===== config.mk =====
export PLATFORM = sky130hd
export DESIGN_NAME = store_buffer
export DESIGN_NICKNAME = d
export VERILOG_FILES = /design/src/rtl/store_buffer_pkg.sv /design/src/rtl/store_align.sv /design/src/rtl/store_buffer.sv
export SDC_FILE = /design/constraint.sdc
export NUM_CORES = 1
export LEC_CHECK = 0
export ABC_AREA = 1
export CORE_UTILIZATION = 40
export CTS_BUF_LIST = sky130_fd_sc_hd__clkbuf_8
export DETAILED_ROUTE_END_ITERATION = 16
export HOLD_SLACK_MARGIN = 0.08
export PLACE_DENSITY = 0.66
export SLEW_MARGIN = 5
export SYNTH_ARGS = -nofsm -noshare
export SYNTH_HDL_FRONTEND = slang
export SYNTH_HIERARCHICAL = 1
export SYNTH_SLANG_ARGS = --single-unit

===== constraint.sdc =====
create_clock -name clk_i -period 9.6 [get_ports clk_i]
set_input_delay 0.96 -clock clk_i [delete_from_list [all_inputs] [get_ports clk_i]]
set_output_delay 0.96 -clock clk_i [all_outputs]
set_load 0.05 [all_outputs]

===== src/rtl/store_buffer_pkg.sv =====
// Shared types for the store buffer: entry layout, drain FSM states and the
// store width encodings used by the memory stage.
package store_buffer_pkg;

  localparam int STORE_BUFFER_SIZE = 4;

  typedef logic [31:0] bus32_t;
  typedef logic [$clog2(STORE_BUFFER_SIZE)-1:0] store_buffer_idx_t;

  // One buffered store, already formatted for the data memory bus.
  typedef struct packed {
    bus32_t     addr;
    bus32_t     data;
    logic [3:0] be;
  } sb_entry_t;

  typedef enum logic {
    SB_IDLE,
    SB_REQ
  } sb_state_t;

  localparam logic [2:0] FUNC3_SB = 3'b000;
  localparam logic [2:0] FUNC3_SH = 3'b001;
  localparam logic [2:0] FUNC3_SW = 3'b010;

endpackage


===== src/rtl/store_align.sv =====
// Moves store data onto the byte lanes selected by the low address bits and
// produces the matching byte enables. Purely combinational so the load path
// can reuse it.
module store_align
  import store_buffer_pkg::*;
(
  input  logic [1:0] byte_off,
  input  bus32_t     data,
  input  logic [2:0] func3,
  output bus32_t     lane_data,
  output logic [3:0] lane_be
);

  // Replicate the narrow value across the word and select lanes by offset.
  always_comb begin
    lane_data = data;
    lane_be   = 4'b0000;
    case (func3)
      FUNC3_SB: begin
        lane_data = {4{data[7:0]}};
        lane_be   = 4'b0001 << byte_off;
      end
      FUNC3_SH: begin
        lane_data = {2{data[15:0]}};
        lane_be   = 4'b0011 << {byte_off[1], 1'b0};
      end
      FUNC3_SW: begin
        lane_data = data;
        lane_be   = 4'b1111;
      end
      default: begin
        lane_data = data;
        lane_be   = 4'b0000;
      end
    endcase
  end

endmodule


===== src/rtl/store_buffer.sv =====
// In-order store buffer between the memory stage and data memory.
// Entries live between three circular pointers: [head, cmt) are committed
// and waiting to drain, [cmt, tail) are speculative and discarded on flush.
// Optional feature macro: STORE_FWD_EN adds store-to-load forwarding of
// full-word stores.
module store_buffer
  import store_buffer_pkg::*;
#(
  parameter int SIZE = STORE_BUFFER_SIZE
) (
  input  logic              clk_i,
  input  logic              rstn_i,
  input  logic              alloc_valid_i,
  input  bus32_t            alloc_addr_i,
  input  bus32_t            alloc_data_i,
  input  logic [2:0]        alloc_func3_i,
  output store_buffer_idx_t alloc_idx_o,
  output logic              full_o,
  output logic              empty_o,
  input  logic              commit_valid_i,
  input  store_buffer_idx_t commit_idx_i,
  input  logic              flush_i,
`ifdef STORE_FWD_EN
  input  bus32_t            fwd_addr_i,
  output logic              fwd_hit_o,
  output bus32_t            fwd_data_o,
`endif
  output logic              dmem_req_o,
  output bus32_t            dmem_addr_o,
  output bus32_t            dmem_data_o,
  output logic [3:0]        dmem_be_o,
  input  logic              dmem_ack_i
);

  localparam int IW = $clog2(SIZE);
  localparam int PW = IW + 1;

  sb_entry_t       entries [SIZE];
  logic [PW-1:0]   head_ptr, cmt_ptr, tail_ptr;
  logic [PW-1:0]   head_next, cmt_next, tail_next;
  logic [PW-1:0]   occupancy, head_plus1;
  logic            alloc_ok, commit_ok, drain_ack, load_head, load_next;
  sb_state_t       state, state_next;
  bus32_t          aligned_data;
  logic [3:0]      aligned_be;

  store_align u_align (
    .byte_off  (alloc_addr_i[1:0]),
    .data      (alloc_data_i),
    .func3     (alloc_func3_i),
    .lane_data (aligned_data),
    .lane_be   (aligned_be)
  );

  assign occupancy   = tail_ptr - head_ptr;
  assign full_o      = (occupancy == PW'(SIZE));
  assign empty_o     = (tail_ptr == head_ptr);
  assign alloc_idx_o = tail_ptr[IW-1:0];
  assign head_plus1  = head_ptr + PW'(1);

  assign alloc_ok  = alloc_valid_i && !full_o;
  assign commit_ok = commit_valid_i && (commit_idx_i == cmt_ptr[IW-1:0]) && (cmt_ptr != tail_ptr);
  assign drain_ack = (state == SB_REQ) && dmem_ack_i;
  assign load_head = (state == SB_IDLE) && (head_ptr != cmt_ptr);
  assign load_next = drain_ack && (head_plus1 != cmt_ptr);

  // A commit that names anything but the oldest uncommitted entry is a ROB bug.
  commit_in_order: assert property (@(posedge clk_i) disable iff (!rstn_i)
    commit_valid_i |-> (commit_idx_i == cmt_ptr[IW-1:0]) && (cmt_ptr != tail_ptr));

  // Each pointer advances on its own event; a flush pulls tail back to the
  // commit point after counting any same-cycle commit.
  always_comb begin
    cmt_next  = cmt_ptr + PW'(commit_ok);
    head_next = head_ptr + PW'(drain_ack);
    tail_next = flush_i ? cmt_next : tail_ptr + PW'(alloc_ok);
  end

  // Pointer registers; reset empties the buffer, committed entries included.
  always_ff @(posedge clk_i or negedge rstn_i) begin
    if (!rstn_i) begin
      head_ptr <= '0;
      cmt_ptr  <= '0;
      tail_ptr <= '0;
    end else begin
      head_ptr <= head_next;
      cmt_ptr  <= cmt_next;
      tail_ptr <= tail_next;
    end
  end

  // Entry storage; contents only matter between head and tail, so no reset.
  always_ff @(posedge clk_i) begin
    if (alloc_ok) begin
      entries[tail_ptr[IW-1:0]] <= '{addr: {alloc_addr_i[31:2], 2'b00},
                                     data: aligned_data,
                                     be:   aligned_be};
    end
  end

  // Drain FSM state register.
  always_ff @(posedge clk_i or negedge rstn_i) begin
    if (!rstn_i) state <= SB_IDLE;
    else         state <= state_next;
  end

  // Drain FSM next state: stay in REQ while committed entries remain.
  always_comb begin
    state_next = state;
    case (state)
      SB_IDLE: if (load_head) state_next = SB_REQ;
      SB_REQ:  if (drain_ack) state_next = load_next ? SB_REQ : SB_IDLE;
      default: state_next = SB_IDLE;
    endcase
  end

  // Drain FSM outputs.
  always_comb begin
    dmem_req_o = (state == SB_REQ);
  end

  // Request payload registers, held stable for the whole REQ phase.
  always_ff @(posedge clk_i or negedge rstn_i) begin
    if (!rstn_i) begin
      dmem_addr_o <= '0;
      dmem_data_o <= '0;
      dmem_be_o   <= '0;
    end else if (load_head) begin
      dmem_addr_o <= entries[head_ptr[IW-1:0]].addr;
      dmem_data_o <= entries[head_ptr[IW-1:0]].data;
      dmem_be_o   <= entries[head_ptr[IW-1:0]].be;
    end else if (load_next) begin
      dmem_addr_o <= entries[head_plus1[IW-1:0]].addr;
      dmem_data_o <= entries[head_plus1[IW-1:0]].data;
      dmem_be_o   <= entries[head_plus1[IW-1:0]].be;
    end
  end

`ifdef STORE_FWD_EN
  logic [PW-1:0] fwd_slot;
  logic [1:0]    unused_fwd_offset;

  assign unused_fwd_offset = fwd_addr_i[1:0];

  // Scan oldest to youngest so the youngest word match decides the result;
  // only a full-word store can supply the whole load value.
  always_comb begin
    fwd_hit_o  = 1'b0;
    fwd_data_o = '0;
    fwd_slot   = '0;
    for (int i = 0; i < SIZE; i++) begin
      fwd_slot = head_ptr + PW'(i);
      if ((PW'(i) < occupancy) &&
          (entries[fwd_slot[IW-1:0]].addr[31:2] == fwd_addr_i[31:2])) begin
        fwd_hit_o  = (entries[fwd_slot[IW-1:0]].be == 4'b1111);
        fwd_data_o = fwd_hit_o ? entries[fwd_slot[IW-1:0]].data : '0;
      end
    end
  end
`endif

endmodule


### Word-level counts from Yosys, hierarchy flattened

Memories as Yosys holds them, arrays and structs flattened.
Cells that the tools add are included.

| word-level totals | value |
|---|---|
| memories | 1 |
| word-level logic and storage cells | 48 |
| bits in registers | 78 |
| output and inout port bits | 73 |
| bits in writable memories | 264 |

Memory list:

| name | depth | bits a word | rd ports | clocked after memory_dff | write ports | line | RTL |
|---|---|---|---|---|---|---|---|
| entries | 4 | 66 | 2 | 0 | 1 | store_buffer.sv:38 | `sb_entry_t entries [SIZE];` |

| cells by class | value |
|---|---|
| $add $sub $neg | 5 |
| reduce and logical (&&, ||, !) cells | 9 |
| bitwise operators | 1 |
| multiplexer cells | 15 |
| eq/ne operators | 8 |
| shift-type cells | 2 |

Operators with widths:

| kind | number |
|---|---|
| $mux 32 | 4 |
| $pmux 32 s2 | 1 |
| $pmux 4 s3 | 1 |
| $add 3x1->3 | 3 |
| $ne 3x3->1 | 3 |
| $mux 4 | 2 |
| $logic_and 1x1->1 | 6 |
| $mux 1 | 5 |
| $shl 1x2->4 const A | 1 |
| $shl 2x2->4 const A | 1 |
| $add 3x1->3 const B | 1 |
| $eq 3x1->1 const B | 1 |
| $eq 3x2->1 const B | 1 |
| $eq 3x3->1 | 1 |
| $eq 3x3->1 const B | 1 |
| $logic_not 3->1 | 1 |
| $mux 3 | 1 |
| $sub 3x3->3 | 1 |
| $eq 2x2->1 | 1 |
| $pmux 1 s2 | 1 |
| $reduce_bool 2->1 | 1 |
| $logic_not 1->1 | 1 |
| $not 1->1 | 1 |

### Logic depth before layout (Yosys ltp)

Gate-level depths: netlist of run 1.

| logic depth | value |
|---|---|
| depth after elaboration | 6 |
| gate-level depth with buffers | 14 |
| depth with buffers taken out | 12 |

### By module

The synthesis of run 1 kept the hierarchy.

By module, submodules not included:

| module | cells each | area an instance (um^2) | instances |
|---|---|---|---|
| store_buffer | 2,000 | 17,156.5 | 1 |
| store_align | 111 | 528.0 | 1 |

### Worst setup path after synthesis of run 1

OpenSTA, ideal clock, no wires.

| timing path | value |
|---|---|
| path type | register -> register |
| start point | register head_ptr[1] |
| end point | memory entries[0][0] (netlist name), enable pin |
| cell stages (with the launch flop) | 10 |
| data required time | 9.109 ns |
| slack | 4.720 ns |
| library setup time | 0.491 ns |
| arrival time | 4.389 ns |
| clock period less this slack | 4.880 ns |
| buffers on the path | 2 |
| cell sequence | dfrtp_1 -> buf_2 -> inv_1 -> clkbuf_1 -> ha_1 -> inv_1 -> o21bai_1 -> nor2_1 -> o21ai_0 -> nor2_1 |

| on the way | value |
|---|---|
| word-level cells in the longest chain between the ends | 6 |

RTL lines:

| element | line | RTL |
|---|---|---|
| from (decl) | store_buffer.sv:39 | `logic [PW-1:0] head_ptr, cmt_ptr, tail_ptr;` |
| from (signal assigned) | store_buffer.sv:86 | `head_ptr <= head_next;` |
| $sub 3x3->3 | store_buffer.sv:55 | `assign occupancy = tail_ptr - head_ptr;` |
| $eq 3x3->1 | store_buffer.sv:56 | `assign full_o = (occupancy == PW'(SIZE));` |
| $logic_not 1->1 | store_buffer.sv:61 | `assign alloc_ok = alloc_valid_i && !full_o;` |
| $logic_and 1x1->1 | store_buffer.sv:61 |  |
| $mux 1 | store_buffer.sv:94 | `if (alloc_ok) begin` |
| $mux 1 (implied by the code) | store_buffer.sv:95 | `entries[tail_ptr[IW-1:0]] <= '{addr: {alloc_addr_i[31:2], 2'b00},` |
| to (decl) | store_buffer.sv:38 |  |

No other way between the ends.

### Final worst setup path of run 1

| timing path | value |
|---|---|
| start point | register head_ptr[0] |
| end point | register dmem_addr_o[2] |

| on the way | value |
|---|---|
| word-level cells in the longest chain between the ends | 4 |
| elaborated cells on any way between the ends | 9 |
| those cells by class | add/sub (1); eq/ne (2); mux (2); reduce/logical (3); memory (1) |

RTL lines:

| element | line | RTL |
|---|---|---|
| $add 3x1->3 | store_buffer.sv:59 | `assign head_plus1 = head_ptr + PW'(1);` |
| $mem_v2 4x66 / $ne 3x3->1 (equally long branches) | - |  |
| $mux 32 / $logic_and 1x1->1 (equally long branches) | store_buffer.sv:132, store_buffer.sv:65 |  |
| $mux 32 / $reduce_bool 2->1 (equally long branches) | - |  |
| to (signal assigned) | store_buffer.sv:129 | `dmem_addr_o <= entries[head_ptr[IW-1:0]].addr;` |
| to (signal assigned) | store_buffer.sv:133 | `dmem_addr_o <= entries[head_plus1[IW-1:0]].addr;` |
| to (decl) | store_buffer.sv:29 | `output bus32_t dmem_addr_o,` |

Parallel ways exist; a longest one is shown, timed or not. The select of a mux whose other input is x is not followed.
A chain may end at the register's enable or synchronous reset.

==> results of run 1 <==
==> Yosys cell counts (11+ instances only) <==
cell type	instances	area, um2
nand3_1	290	1450
buf_4	21	158
nand2_1	797	2990
buf_2	69	345
buf_1	13	48.8
nor2_1	11	41.3
a21oi_1	66	330
o211ai_1	66	495
edfxtp_1	264	7930
clkbuf_1	37	139
o21ai_0	68	340
dfrtp_1	76	1900
inv_1	282	1060
==> sequential cells by signal (all words and copies together), names as in the netlist <==
name	cells
dmem_req_o	1
head_ptr	3
entries	264
cmt_ptr	3
dmem_addr_o	30
dmem_be_o	4
dmem_data_o	32
tail_ptr	3
==> power by group through the flow <==
stage	sequential, mW	clock, mW	combinational, mW
2_1_floorplan	2.78	0	2.71
3_3_place_gp	2.38	0	4.07
3_5_place_dp	2.40	0	4.18
4_1_cts	2.37	1.29	4.20
5_1_grt	2.42	1.36	4.69
6_report	2.37	1.26	4.18
==> cell type report <==
type,instances,area share [%]
well taps,585,3.58
diodes,1,0.0123
inverters,284,5.23
clock buffers,66,4.45
repair buffers,163,7.76
flip-flops and latches,340,48.2
clock inverters,39,1.05
multi-input cells,1340,29.7
==> layer usage <==
layer | up-vias | part of all wire (%)
met3 | 107 | 6.9
met4 | 0 | 3.0
met5 | - | 0
li1 | 6987 | -
met2 | 523 | 48
met1 | 6642 | 42
==> how the worst max path moves through the flow <==
stage / startpoint / endpoint / slack, ns / depth (start not counted)
floorplan: head_ptr[1] / entries[0][0] / 4.72 / 9
global placement: head_ptr[0] / dmem_addr_o[6] / 5.17 / 10
detailed placement: head_ptr[0] / dmem_addr_o[2] / 5.07 / 10
CTS: head_ptr[0] / dmem_addr_o[2] / 5.03 / 10
global route: head_ptr[0] / dmem_addr_o[2] / 4.66 / 10
finish: head_ptr[0] / dmem_addr_o[2] / 4.99 / 10
==> worst max-delay path, cell delays in order, from the launching register on <==
cell     delay (ns)
dfrtp_4        0.94
inv_4          0.35
nand2_1        0.15
nand2_1        0.11
nand3_4        0.09
buf_4          0.74
nand2_4        0.58
nand2_2        0.79
buf_4          0.51
nand2_1        0.13
nand2_1        0.07
==> logic make-up (layout without fill, tap and decap cells) <==
kind of cell | count (synthesis) | after routing
AND/OR/NAND/NOR | 1113 | 1113
buffers and inverters | 432 | 552
flip-flops | 340 | 340
AO/OA/AOI/OAI | 203 | 203
XOR/XNOR | 11 | 11
adder cells (fa/ha/maj) | 9 | 9
multiplexers | 2 | 2
other | 1 | 3
==> through the flow <==
stage | instance area (um2) | utilization [%] | instances
CTS | 20400 | 47.1 | 2817
global placement | 19300 | 44.5 | 2712
finish | 20400 | 47.1 | 2818
floorplan | 17700 | - | 2112
detailed placement | 19300 | 44.5 | 2712
global route | 20400 | 47.1 | 2818
==> impl_metrics.toml, run 1 <==
[run_status]
outcome = "completed"

[global_routing]
grt_usage_pct = 21.0
use_met1_pct = 26.2
grt_pass1_vias = 14051
use_met2_pct = 36.0
grt_max_degree = 125
top_usage_layer = "met2"
antenna_found_initial = 1
grt_util_met3_pct = 3.55
grt-ovfl-total = 0
grt_pass1_wl_mm = 73.4

[synthesis]
synth_seq_cells = 340
async_flop_share_pct = 22.4
postSynthCellCount = 2111
yosysSeqAreaShare_pct = 55.6
syn-cell-area_um2 = 17700
synth_edf_count = 264
yosys.area_share.simple_pct = 25.9
synth_top_family_by_area = "simple AND/OR/NAND/NOR gates"
synth_compound_area_share_pct = 6.71
yosys.area_share.adder_pct = 0.637
yosysWarnings = 6
synth_xor_xnor_area_share_pct = 0.545
ys.flop_type = "edfxtp_1"
syn_avg_cell_area_um2 = 8.38
yosysUniqueCellTypes = 29
muxShareOfSynthArea_pct = 0.127

[cells_and_area]
final_common_cell = "nand2_1"
final_nets = 2271
syn_to_final_growth_pct = 15.5
drive_gt1_share_pct = 5.11
register_area_um2 = 9830
multi_input_comb_area_um2 = 6070
n_fill_cell = 4129
layout_common_cells = "nand2_1 (795), inv_1 (298), nand3_1 (290), edfxtp_1 (264), clkdlybuf4s50_1 (144)"

[timing]
period_needed_ns = 4.61
timing.final.ws_setup_ns = 4.99
tightest_slew_ns = 1.11
hold_violations = 0
clock_skew_ns = 0.0209
setup_viol = 0
timing.hold.ws_ns = 0.316
min_period_over_period_pct = 48.0
slew_viol_final = 0
rsz0062_at_grt = "false"
slew_headroom_pct = 25.9
fmax_mhz = 217
tns_ns = 0

[critical_path]
endpoint_kind = "flop"
crit_type = "flop to flop"
rr_worst_depth = 10
r2r-start = "head_ptr[0]"
worstPathRequired_ns = 10.17
rrSetupSlack_ns = 4.99
timing.rr.end = "dmem_addr_o[2]"
setup.worst_path.start_class = "flop"
path_max_fanout = 79
cp.arrival_ns = 5.17

[floorplan]
die_height_um = 212
die_w_um = 212
boundaryPins = 148
rows = 76
core_area_um2 = 43400
die_area_um2 = 45100
start_util_pct = 40.8

[cts]
cts_tree = "done"
cts_resized = 0
clkSinkCount = 340
cts_setup_buffers = 0
ctsHoldBuffers = 0
clk_path_buf_depth = 3
cts.clk_slew.worst_paths_ns = 0.06
clock_latency_ns = 0.64
cts.root.buffer_cell = "clkbuf_8"
cts_max_level = 2
cts_buffers = 58

[detailed_routing]
dr.pass1.iters = 7
wl_mm = 46.3
routedWlPerCell_um = 16.4
ant_nets = 0
viasPerCell = 5.06
routed-via-count = 14259
drt_iter0_drc = 1415
drc = 0

[place]
place.port_buffers = 145
pre_cts_ws_ns = 5.07
routabilityCongestion = 0.823
dp_hpwl_mm = 27.0

[power]
combPwrFrac_pct = 53.5
ir_drop_mv = 0.203
internal-power_mw = 4.05
clockPowerShare_pct = 16.2
total_power_mw = 7.80
power_switching_mw = 3.75
p_seq_share_pct = 30.3
powerDensity_nw_per_um2 = 382
switching_share_pct = 48.1
leakage_nw = 9.48

[min_path]
min_path_type = "input port to async pin"

[run]
max_cap_viol_count = 0
Note: power is estimated with default switching activity, not from simulation.
==> run 2: changes to the inputs <==
==> constraint.sdc (replaced) <==
create_clock -name clk_i -period 4.8 [get_ports clk_i]
set_input_delay 0.48 -clock clk_i [delete_from_list [all_inputs] [get_ports clk_i]]
set_output_delay 0.48 -clock clk_i [all_outputs]
set_load 0.05 [all_outputs]
==> run 2 against run 1 <==
Net effect:
- sequential power is 99% higher
- via count is 0.59% higher
- worst setup slack worse by 3.5 ns
- combinational power is 100% higher
- largest cell class unchanged
==> impl_metrics.toml, run 2 (synthesis results as in run 1) <==
[run_status]
outcome = "completed"

[cells_and_area]
n_fill_cell = 4140
syn_to_final_growth_pct = 15.9
final_common_cell = "nand2_1"
largest_reg_flops = 264
layout_common_cells = "nand2_1 (795), inv_1 (295), nand3_1 (290), edfxtp_1 (264), clkdlybuf4s50_1 (144)"
register_area_um2 = 9830
final_nets = 2279
drive_gt1_share_pct = 5.45
multi_input_comb_area_um2 = 6070
design_area_um2 = 20500

[global_routing]
grt_pass1_vias = 13979
grt_pass1_wl_mm = 72.9
antenna_found_initial = 3
grt_usage_pct = 20.8
grt_max_degree = 131
grt-ovfl-total = 0

[power]
leakage_nw = 9.51
ir_drop_mv = 0.832
powerDensity_nw_per_um2 = 762

[critical_path]
crit_buf_inv = 2
rrSetupSlack_ns = 1.54
cp_slowest_cell = "buf_4"
crit_family = "simple AND/OR/NAND/NOR gates"
endpoint_kind = "flop"
worstPathRequired_ns = 5.30
path_max_fanout = 59
cp.arrival_ns = 3.76
crit_type = "flop to flop"
setup.worst_path.start_class = "flop"
cp_slowest_stage_delay_ns = 0.77
cp_cell_sequence = "buf_4 > xnor2_1 > nand3_4 > nand2_4 > nand2_2 > buf_4 > nand2_1 > nand2_1"

[detailed_routing]
ant_nets = 0
drt_iter0_drc = 1247
routedWlPerCell_um = 16.4
dr.pass1.iters = 5
viasPerCell = 5.08
routed-via-count = 14343
drc = 0
wl_mm = 46.2

[run]
max_cap_viol_count = 0

[timing]
period_needed_ns = 3.26
slew_viol_final = 0
setup_viol = 0
hold_violations = 0
rsz0062_at_grt = "false"
clock_skew_ns = 0.0285
fmax_mhz = 306
min_period_over_period_pct = 68.0
tightest_slew_ns = 1.19
slew_headroom_pct = 20.6
tns_ns = 0

[place]
dpl_cell_area_um2 = 19400
dp_hpwl_mm = 27.2
place.port_buffers = 145
routabilityCongestion = 0.819

[cts]
clock_latency_ns = 0.63
cts.root.buffer_cell = "clkbuf_8"
cts_buffers = 56
cts_tree = "done"
cts_resized = 0
clk_path_buf_depth = 3
cts_setup_buffers = 0
cts_max_level = 2
clkSinkCount = 340
cts.clk_slew.worst_paths_ns = 0.06

[floorplan]
die_area_um2 = 45100
boundaryPins = 148
start_util_pct = 40.8
die_w_um = 212
rows = 76
core_area_um2 = 43400
die_height_um = 212

[min_path]
min_path_type = "input port to async pin"
## run 2: power breakdown
part | internal (mW) | total, mW | switching [mW] | leakage [nW]
sequential | 4.19 | 4.72 | 0.530 | 3.35
combinational | 2.64 | 8.48 | 5.85 | 5.55
clock | 1.26 | 2.41 | 1.14 | 0.611
total | 8.09 | 15.6 | 7.52 | 9.51
## run 2: repair_timing
action	in CTS	in global routing
endpoints found under the setup margin	0	0
endpoints found under the hold margin	30	0
hold buffers	1	0
## run 2: final cells by class
type	count	share of cell area [%]
Timing Repair Buffer	173	8.41
Antenna cell	1	0.0122
Tap cell	585	3.57
Clock buffer	64	4.30
Multi-Input combinational cell	1340	29.6
Sequential cell	340	48.0
Clock inverter	37	0.867
Inverter	284	5.21
## run 2: layer usage
layer	wire length, um	global-route usage (%)
met5	8	0
met1	19000	25.4
met4	1230	8.41
met2	22700	36.2
met3	3310	3.88
## run 2: stage by stage
stage          power [mW]  instances  hold WS (ns)  setup slack (ns)  util [%]
5_1_grt              16.9       2824         0.361              1.35      47.3
3_5_place_dp         13.3       2721         0.449              1.55      44.8
4_1_cts              15.7       2823         0.322              1.48      47.3
2_1_floorplan        11.0       2112         0.184           -0.0796         -
6_report             15.6       2824         0.356              1.54      47.3
3_3_place_gp         13.1       2721         0.441              1.61      44.8
## run 2: path summary, 6_finish.rpt
check	start	end	depth (start not counted)
setup / recovery	head_ptr[1]	dmem_data_o[3]	8
hold / removal	rstn_i	dmem_req_o	2
max in group asynchronous	rstn_i	dmem_data_o[0]	3
hold reg to reg	dmem_addr_o[19]	dmem_addr_o[19]	2
setup reg to reg	head_ptr[1]	dmem_data_o[3]	8
min in group clk_i	alloc_addr_i[2]	entries[2][36]	1
